<file path="src/rtl/wb_pkg.sv">
// Shared Wishbone definitions: arbiter state encoding, bus width defaults and grant selection.
package wb_pkg;

   localparam int WB_AW      = 26;
   localparam int WB_DW      = 32;
   localparam int WB_TIMEOUT = 16;

   typedef enum logic [1:0] {
      IDLE = 2'b00,
      GNT0 = 2'b01,
      GNT1 = 2'b10
   } arb_state_t;

   // Round-robin pick: on a tie the master that was not served last wins.
   function automatic arb_state_t pick_grant(input logic elig0,
                                             input logic elig1,
                                             input logic last);
      if (elig0 && elig1) begin
         return last ? GNT0 : GNT1;
      end
      if (elig0) begin
         return GNT0;
      end
      if (elig1) begin
         return GNT1;
      end
      return IDLE;
   endfunction

endpackage

</file>
<file path="src/rtl/wb_watchdog.sv">
// Counts strobe cycles waiting for ACK; expire is a combinational one-cycle abort on the last allowed wait.
// ACK on the boundary cycle suppresses expire, so a late-but-legal slave completes normally.
module wb_watchdog
   import wb_pkg::*;
#(
   parameter int TIMEOUT = WB_TIMEOUT
) (
   input  logic clk,
   input  logic rst_n,
   input  logic run,
   input  logic ack,
   input  logic clr,
   output logic expire
);

   localparam int            CW   = $clog2(TIMEOUT + 1);
   localparam logic [CW-1:0] LAST = CW'(TIMEOUT - 1);

   logic [CW-1:0] wd_cnt;

   assign expire = run & ~ack & (wd_cnt == LAST);

   always_ff @(posedge clk) begin
      if (!rst_n) begin
         wd_cnt <= '0;
      end else if (clr || !run || ack) begin
         wd_cnt <= '0;
      end else begin
         wd_cnt <= wd_cnt + 1'b1;
      end
   end

endmodule

</file>
<file path="src/rtl/wb_arbiter_2m.sv">
// Two-master round-robin Wishbone arbiter; grant held for a whole CYC, first STB one cycle after request.
// Slave stalls are bounded by the watchdog; an aborted master is locked out until it drops CYC.
module wb_arbiter_2m
   import wb_pkg::*;
#(
   parameter int AW      = WB_AW,
   parameter int DW      = WB_DW,
   parameter int TIMEOUT = WB_TIMEOUT
) (
   input  logic          clk_i,
   input  logic          rst_i,

   input  logic [AW-1:0] m0_adr_i,
   input  logic [DW-1:0] m0_dat_i,
   output logic [DW-1:0] m0_dat_o,
   input  logic          m0_we_i,
   input  logic          m0_stb_i,
   input  logic          m0_cyc_i,
   input  logic          m0_tagn_i,
   output logic          m0_ack_o,
   output logic          m0_err_o,
   output logic          m0_gnt_o,

   input  logic [AW-1:0] m1_adr_i,
   input  logic [DW-1:0] m1_dat_i,
   output logic [DW-1:0] m1_dat_o,
   input  logic          m1_we_i,
   input  logic          m1_stb_i,
   input  logic          m1_cyc_i,
   input  logic          m1_tagn_i,
   output logic          m1_ack_o,
   output logic          m1_err_o,
   output logic          m1_gnt_o,

   output logic [AW-1:0] s_adr_o,
   output logic [DW-1:0] s_dat_o,
   input  logic [DW-1:0] s_dat_i,
   output logic          s_we_o,
   output logic          s_stb_o,
   output logic          s_cyc_o,
   output logic          s_tagn_o,
   input  logic          s_ack_i
);

   arb_state_t state;
   arb_state_t state_nxt;
   logic       last;
   logic       last_nxt;
   logic       lock0;
   logic       lock0_nxt;
   logic       lock1;
   logic       lock1_nxt;

   logic       sel0;
   logic       sel1;
   logic       elig0;
   logic       elig1;
   logic       wd_run;
   logic       wd_clr;
   logic       wd_expire;

   assign sel0   = (state == GNT0);
   assign sel1   = (state == GNT1);
   assign elig0  = m0_cyc_i & ~lock0;
   assign elig1  = m1_cyc_i & ~lock1;
   assign wd_run = (sel0 & m0_stb_i) | (sel1 & m1_stb_i);
   assign wd_clr = (state_nxt != state);

   wb_watchdog #(
      .TIMEOUT (TIMEOUT)
   ) u_watchdog (
      .clk    (clk_i),
      .rst_n  (rst_i),
      .run    (wd_run),
      .ack    (s_ack_i),
      .clr    (wd_clr),
      .expire (wd_expire)
   );

   always_ff @(posedge clk_i) begin
      if (!rst_i) begin
         state <= IDLE;
         last  <= 1'b1;
         lock0 <= 1'b0;
         lock1 <= 1'b0;
      end else begin
         state <= state_nxt;
         last  <= last_nxt;
         lock0 <= lock0_nxt;
         lock1 <= lock1_nxt;
      end
   end

   // A released or aborted master is treated as ineligible so the grant moves on or goes idle.
   always_comb begin
      state_nxt = state;
      last_nxt  = last;
      lock0_nxt = lock0;
      lock1_nxt = lock1;

      case (state)
         IDLE: begin
            state_nxt = pick_grant(elig0, elig1, last);
         end
         GNT0: begin
            if (!m0_cyc_i || wd_expire) begin
               last_nxt  = 1'b0;
               state_nxt = pick_grant(1'b0, elig1, 1'b0);
            end
         end
         GNT1: begin
            if (!m1_cyc_i || wd_expire) begin
               last_nxt  = 1'b1;
               state_nxt = pick_grant(elig0, 1'b0, 1'b1);
            end
         end
         default: begin
            state_nxt = IDLE;
         end
      endcase

      if (!m0_cyc_i) begin
         lock0_nxt = 1'b0;
      end else if (sel0 && wd_expire) begin
         lock0_nxt = 1'b1;
      end

      if (!m1_cyc_i) begin
         lock1_nxt = 1'b0;
      end else if (sel1 && wd_expire) begin
         lock1_nxt = 1'b1;
      end
   end

   always_comb begin
      s_adr_o  = '0;
      s_dat_o  = '0;
      s_we_o   = 1'b0;
      s_stb_o  = 1'b0;
      s_cyc_o  = 1'b0;
      s_tagn_o = 1'b0;
      m0_dat_o = '0;
      m0_ack_o = 1'b0;
      m0_err_o = 1'b0;
      m0_gnt_o = 1'b0;
      m1_dat_o = '0;
      m1_ack_o = 1'b0;
      m1_err_o = 1'b0;
      m1_gnt_o = 1'b0;

      case (state)
         GNT0: begin
            s_adr_o  = m0_adr_i;
            s_dat_o  = m0_dat_i;
            s_we_o   = m0_we_i;
            s_stb_o  = m0_stb_i & ~wd_expire;
            s_cyc_o  = m0_cyc_i & ~wd_expire;
            s_tagn_o = m0_tagn_i;
            m0_dat_o = s_dat_i;
            m0_ack_o = s_ack_i;
            m0_err_o = wd_expire;
            m0_gnt_o = 1'b1;
         end
         GNT1: begin
            s_adr_o  = m1_adr_i;
            s_dat_o  = m1_dat_i;
            s_we_o   = m1_we_i;
            s_stb_o  = m1_stb_i & ~wd_expire;
            s_cyc_o  = m1_cyc_i & ~wd_expire;
            s_tagn_o = m1_tagn_i;
            m1_dat_o = s_dat_i;
            m1_ack_o = s_ack_i;
            m1_err_o = wd_expire;
            m1_gnt_o = 1'b1;
         end
         default: begin
         end
      endcase
   end

endmodule

</file>
<file path="config.mk">
export PLATFORM = sky130hd
export DESIGN_NAME = wb_arbiter_2m
export DESIGN_NICKNAME = d
export VERILOG_FILES = /design/src/rtl/wb_pkg.sv /design/src/rtl/wb_watchdog.sv /design/src/rtl/wb_arbiter_2m.sv
export SDC_FILE = /design/constraint.sdc
export NUM_CORES = 1
export LEC_CHECK = 0
export CORE_AREA = 2 2 111 113
export DETAILED_ROUTE_END_ITERATION = 7
export DIE_AREA = 0 0 113 115
export PLACE_DENSITY = 0.66
export SYNTH_ARGS = -nofsm -noshare
export SYNTH_HDL_FRONTEND = slang
export SYNTH_SLANG_ARGS = --single-unit
</file>
<file path="constraint.sdc">
create_clock -name clk_i -period 2.5 [get_ports clk_i]
set_input_delay 0.5 -clock clk_i [delete_from_list [all_inputs] [get_ports clk_i]]
set_output_delay 0.5 -clock clk_i [all_outputs]
set_load 0.005 [all_outputs]
</file>
Word-level counts from Yosys, hierarchy flattened
Cells that the tools add are included.
{"block": "totals", "reg_bits": 10, "latch_bits": 0, "ram_bits": 0, "rom_bits": 0, "out_inout_bits": 132, "word_cells": 88, "n_memories": 0}
{"block": "op_classes", "n_addsub": 1, "mul": 0, "n_div": 0, "n_lt_le_gt_ge": 0, "eq_ne": 6, "n_shift": 0, "n_mux": 44, "bitwise_logic": 16, "reduce_logical": 16}
{"cell": "$mux W32", "count": 2}
{"cell": "$pmux W32 S2", "count": 1}
{"cell": "$pmux W26 S2", "count": 1}
{"cell": "$mux W2", "count": 13}
{"cell": "$mux W1", "count": 21}
{"cell": "$and A1 B1 Y1", "count": 10}
{"cell": "$pmux W1 S2", "count": 5}
{"cell": "$pmux W2 S3", "count": 1}
{"cell": "$add A5 B1 Y5 const B", "count": 1}
{"cell": "$eq A5 B4 Y1 const B", "count": 1}
{"cell": "$not A1 Y1", "count": 5}
{"cell": "$logic_or A1 B1 Y1", "count": 4}
{"cell": "$ne A2 B1 Y1 const B", "count": 2}
{"cell": "$reduce_and A2 Y1", "count": 2}
{"cell": "$logic_and A1 B1 Y1", "count": 3}
{"cell": "$logic_not A1 Y1", "count": 3}
{"cell": "$reduce_and A3 Y1", "count": 1}
{"cell": "$eq A2 B1 Y1 const B", "count": 1}
{"cell": "$eq A2 B2 Y1 const B", "count": 1}
{"cell": "$logic_not A2 Y1", "count": 1}
{"cell": "$ne A2 B2 Y1", "count": 1}
{"cell": "$reduce_bool A2 Y1", "count": 1}
{"cell": "$reduce_or A2 Y1", "count": 1}
{"cell": "$or A1 B1 Y1", "count": 1}

Logic depth before layout (Yosys ltp)
{"block": "logic_depth", "depth_word": 18, "mapped_depth": 8}

Hierarchy
Synthesis repeated with hierarchy kept, for this count alone.
{"block": "hier_totals", "cells_unflattened": 285, "area_unflattened_um2": 1993.2}
{"mod": "wb_arbiter_2m", "n_inst": 1, "cells_each": 265, "area_per_inst_um2": 1775.5}
{"mod": "wb_watchdog", "n_inst": 1, "cells_each": 20, "area_per_inst_um2": 217.7}

Worst setup path after synthesis
OpenSTA, ideal clock, no wires.
{"block": "synth_path", "path_type": "reg2out", "from": "reg state[0]", "to": "out s_dat_o[10]", "arrival_time_ns": 1.591, "t_required_ns": 2.000, "slack_ns": 0.409, "stages_incl_launch_ff": 8, "n_path_buf": 3, "path_cell_list": "dfxtp_1 -> inv_1 -> ha_1 -> buf_2 -> clkbuf_1 -> buf_1 -> a22oi_1 -> nor2b_1"}
{"block": "synth_via", "elab_chain_cells": 2}
{"item": "from (decl)", "line": "wb_arbiter_2m.sv:45", "text": "arb_state_t state;"}
{"item": "from (signal assigned)", "line": "wb_arbiter_2m.sv:87", "text": "state <= state_nxt;"}
{"item": "$eq A2 B2 Y1 / $eq A2 B1 Y1 (equally long branches)", "line": "wb_arbiter_2m.sv:151", "text": "case (state)"}
{"item": "$pmux W32 S2 (*)", "line": "wb_arbiter_2m.sv:151"}
{"item": "to (decl)", "line": "wb_arbiter_2m.sv:36", "text": "output logic [DW-1:0] s_dat_o,"}
Every way passes the cells marked *; elsewhere a longest branch is shown, timed or not.

Worst setup path after layout
{"block": "layout_path", "from": "reg state[0]", "to": "out s_dat_o[9]"}
The elaborated chain is that of the path after synthesis.

==> run_results.csv <==
group,metric,value,unit
timing,worst_slew_pin_slew,0.4212,ns
routing,wl_per_cell,18.19,um
critical_path,crit_slowest_cell,"clkdlybuf4s50_1",
power_and_ir_drop,max-vdd-ir-drop,0.0003034,V
timing,maxSlewViolCount,0,
logic_synthesis,ys_seq_area_share,9.816,%
cts,htree_levels,1,
logic_synthesis,synth_warnings,0,
critical_path,start_kind,"register",
timing,finalCritPeriodShare,97.12,%
floorplanning,start_util,17.27,%
logic_synthesis,synth_area_leader_cell,"a22oi_1",
place,finalWeightedCongestion,0.8942,
logic_synthesis,ys_async_sr_fraction,0,%
final_layout,layout.cells.non_filler,734,
floorplanning,dieHeight,115,um
critical_path,cp_data_required_time,2.00,ns
logic_synthesis,yosysMostFrequentCell,"and2_1",
power_and_ir_drop,p_leak,2.186,nW
place,dp.cells,713,
timing,maxSlewHeadroom,71.89,%
timing,setup_viol,0,
timing,hold_viol_final,0,
hold_path,hold_class,"reg -> reg",
logic_synthesis,synth_cell_types,37,
routing,totalWireLength,13350,um
global_route,grt_pass1_vias,3170,
floorplanning,rows,40,
timing,finalClockSkew,0.001574,ns
routing,antenna_left,0,
final_layout,drive_gt1_share,10.05,%
timing,fmax,411.9,MHz
final_layout,utilization,48.32,%
global_route,grtUsageTotal,17.32,%
routing,drt_iter0_drc,216,
routing,drc,20,
place,place_area,0.005211,mm^2
final_layout,ff_latch_area,210.2,um^2
logic_synthesis,synth-main-ff-cell,"dfxtp_1",
cts,cts-root-buf,"clkbuf_16",
logic_synthesis,synth_common_cells,"and2_1 (67), a22oi_1 (61), nor2b_1 (61)",
critical_path,cp.arrival,1.93,ns
routing,via_count,3318,
floorplanning,fp.dieArea,0.01300,mm^2
timing,rsz0062_at_grt,"false",
routing,via_per_inst,4.520,
timing,period_needed,2.428,ns
logic_synthesis,synth-seq-cells,10,
final_layout,num_antenna_cells,0,
final_layout,fillers,1143,
logic_synthesis,synth_nets,454,
place,port_buffers,290,
cts,cts.sinks,10,
timing,setup_tns,0,ns
global_route,grt.overflow.total,0,
final_layout,synthToLayoutAreaGrowth,179.8,%
logic_synthesis,netlist_area,0.002039,mm^2
logic_synthesis,ys_top_cells_by_area,"a22oi_1 (22%), and2_1 (21%), nor2b_1 (19%)",
run,drv_cap,0,
logic_synthesis,synthCells,289,
cts,cts_buffers,3,
final_layout,nets,753,
cts,clk_latency,0.24,ns
critical_path,crit_chain,"inv_4 -> ha_4 -> clkbuf_16 -> a22oi_1 -> nor2b_1 -> clkdlybuf4s50_1",
global_route,grt_pass1_wl,18180,um
global_route,grt_max_degree,45,
run_status,status,"complete, but fails checks",
floorplanning,core_area,0.01181,mm^2
place,dpl.hpwl,9757,um
floorplanning,die_w,113,um
cts,clk_pin_slew,0.04,ns
logic_synthesis,synth_area_per_cell,7.057,um^2
critical_path,cp_max_fo,20,
critical_path,cpPeakStageDelay,0.53,ns
cts,cts_tree,"built",
floorplanning,boundaryPins,291,
routing,first_pass_iters,7,
timing,setup_slack,0.07210,ns
cts,hold_buffers,0,
run_status,violations,"DRC",
global_route,antenna_found_initial,0,
logic_synthesis,synth_top_area_share,22.45,%
critical_path,crit_type,"reg -> out",
critical_path,ff2ff_setup_slack,0.30,ns
final_layout,final_design_area_no_fill,0.005707,mm^2
critical_path,worst_setup_path_end_kind,"output port",
place,place_ws,-0.003368,ns
power_and_ir_drop,totalPowerFinal,1.598,mW
cts,clk_path_buf_depth,2,
timing,whs,0.4408,ns
power_and_ir_drop,power.density,280.1,mW/mm^2
final_layout,multi_input_area,0.001754,mm^2
logic_synthesis,synth-edff-count,0,
-- where the power goes --
group          switching (mW)  leakage (nW)  total (mW)  internal (mW)
clock                  0.0881        0.0442       0.330          0.242
combinational           0.390          2.06        1.09          0.702
sequential            0.00992        0.0835       0.176          0.166
-- flip-flops by register name (all words and copies together), names as in the netlist --
signal             flops
state                  2
lock1                  1
u_watchdog.wd_cnt      5
lock0                  1
last                   1
-- layer usage --
metal	global-route usage, %	routed length, um	up-vias
li1	-	-	1610
met5	0	0	-
met4	2.602	82	0
met3	2.214	873	7
met2	33.17	7093	138
met1	21.03	5301	1563
-- cell families after synthesis --
group / synth area share (%)
AO/OA/AOI/OAI: 30.61
AND/OR/NAND/NOR: 47.67
XOR/XNOR: 0.8591
multiplexers: 0.9816
flip-flops: 9.816
buffers and inverters: 6.380
adder cells (fa/ha/maj): 3.681
-- critical path, delay by kind of cell, from the launching register on --
family | cells | cell delay [ns]
AND/OR/NAND/NOR | 1 | 0.14
AO/OA/AOI/OAI | 1 | 0.09
buffers and inverters | 3 | 0.84
adder cells (fa/ha/maj) | 1 | 0.25
flip-flops | 1 | 0.36
-- cell type report --
cell class	instances	area share [%]
sequential	10	3.683
inverter	6	0.4824
multi-input combinational	245	30.74
clock buffer	4	1.557
timing repair buffer	322	60.32
tap	147	3.223
-- layout by cell type (no fill, tap or decap), drive strengths merged, types with 2 or more instances in the layout --
master and instances:
nand2 8, inv 6, nor3 4, clkdlybuf4s50 278
o211a 3, clkbuf 12, dlygate4sd2 2, and2 67
mux2i 2, ha 6, a22oi 62, dlymetal6s2s 10
a21oi 5, nor3b 2, nor2b 61, o21ai 4
nor4b 2, nand3b 2, dfxtp 10, buf 23
nor2 4
-- what timing repair did --
item / 4_1_cts / 5_1_grt
cloned: 2 / 8
setup endpoints to repair: 94 / 87
resized for setup: 15 / 17
setup buffers: 2 / 5
endpoints found under the hold margin: 0 / 0
-- path summary, 6_finish.rpt --
kind / startpoint / to / cells after the start
worst min-delay path: u_watchdog.wd_cnt[0] / u_watchdog.wd_cnt[0] / 1
worst max register to register: state[1] / u_watchdog.wd_cnt[0] / 9
worst min register to register: u_watchdog.wd_cnt[0] / u_watchdog.wd_cnt[0] / 1
worst max-delay path: state[0] / s_dat_o[9] / 6
Note: power is estimated with default switching activity, not from simulation.
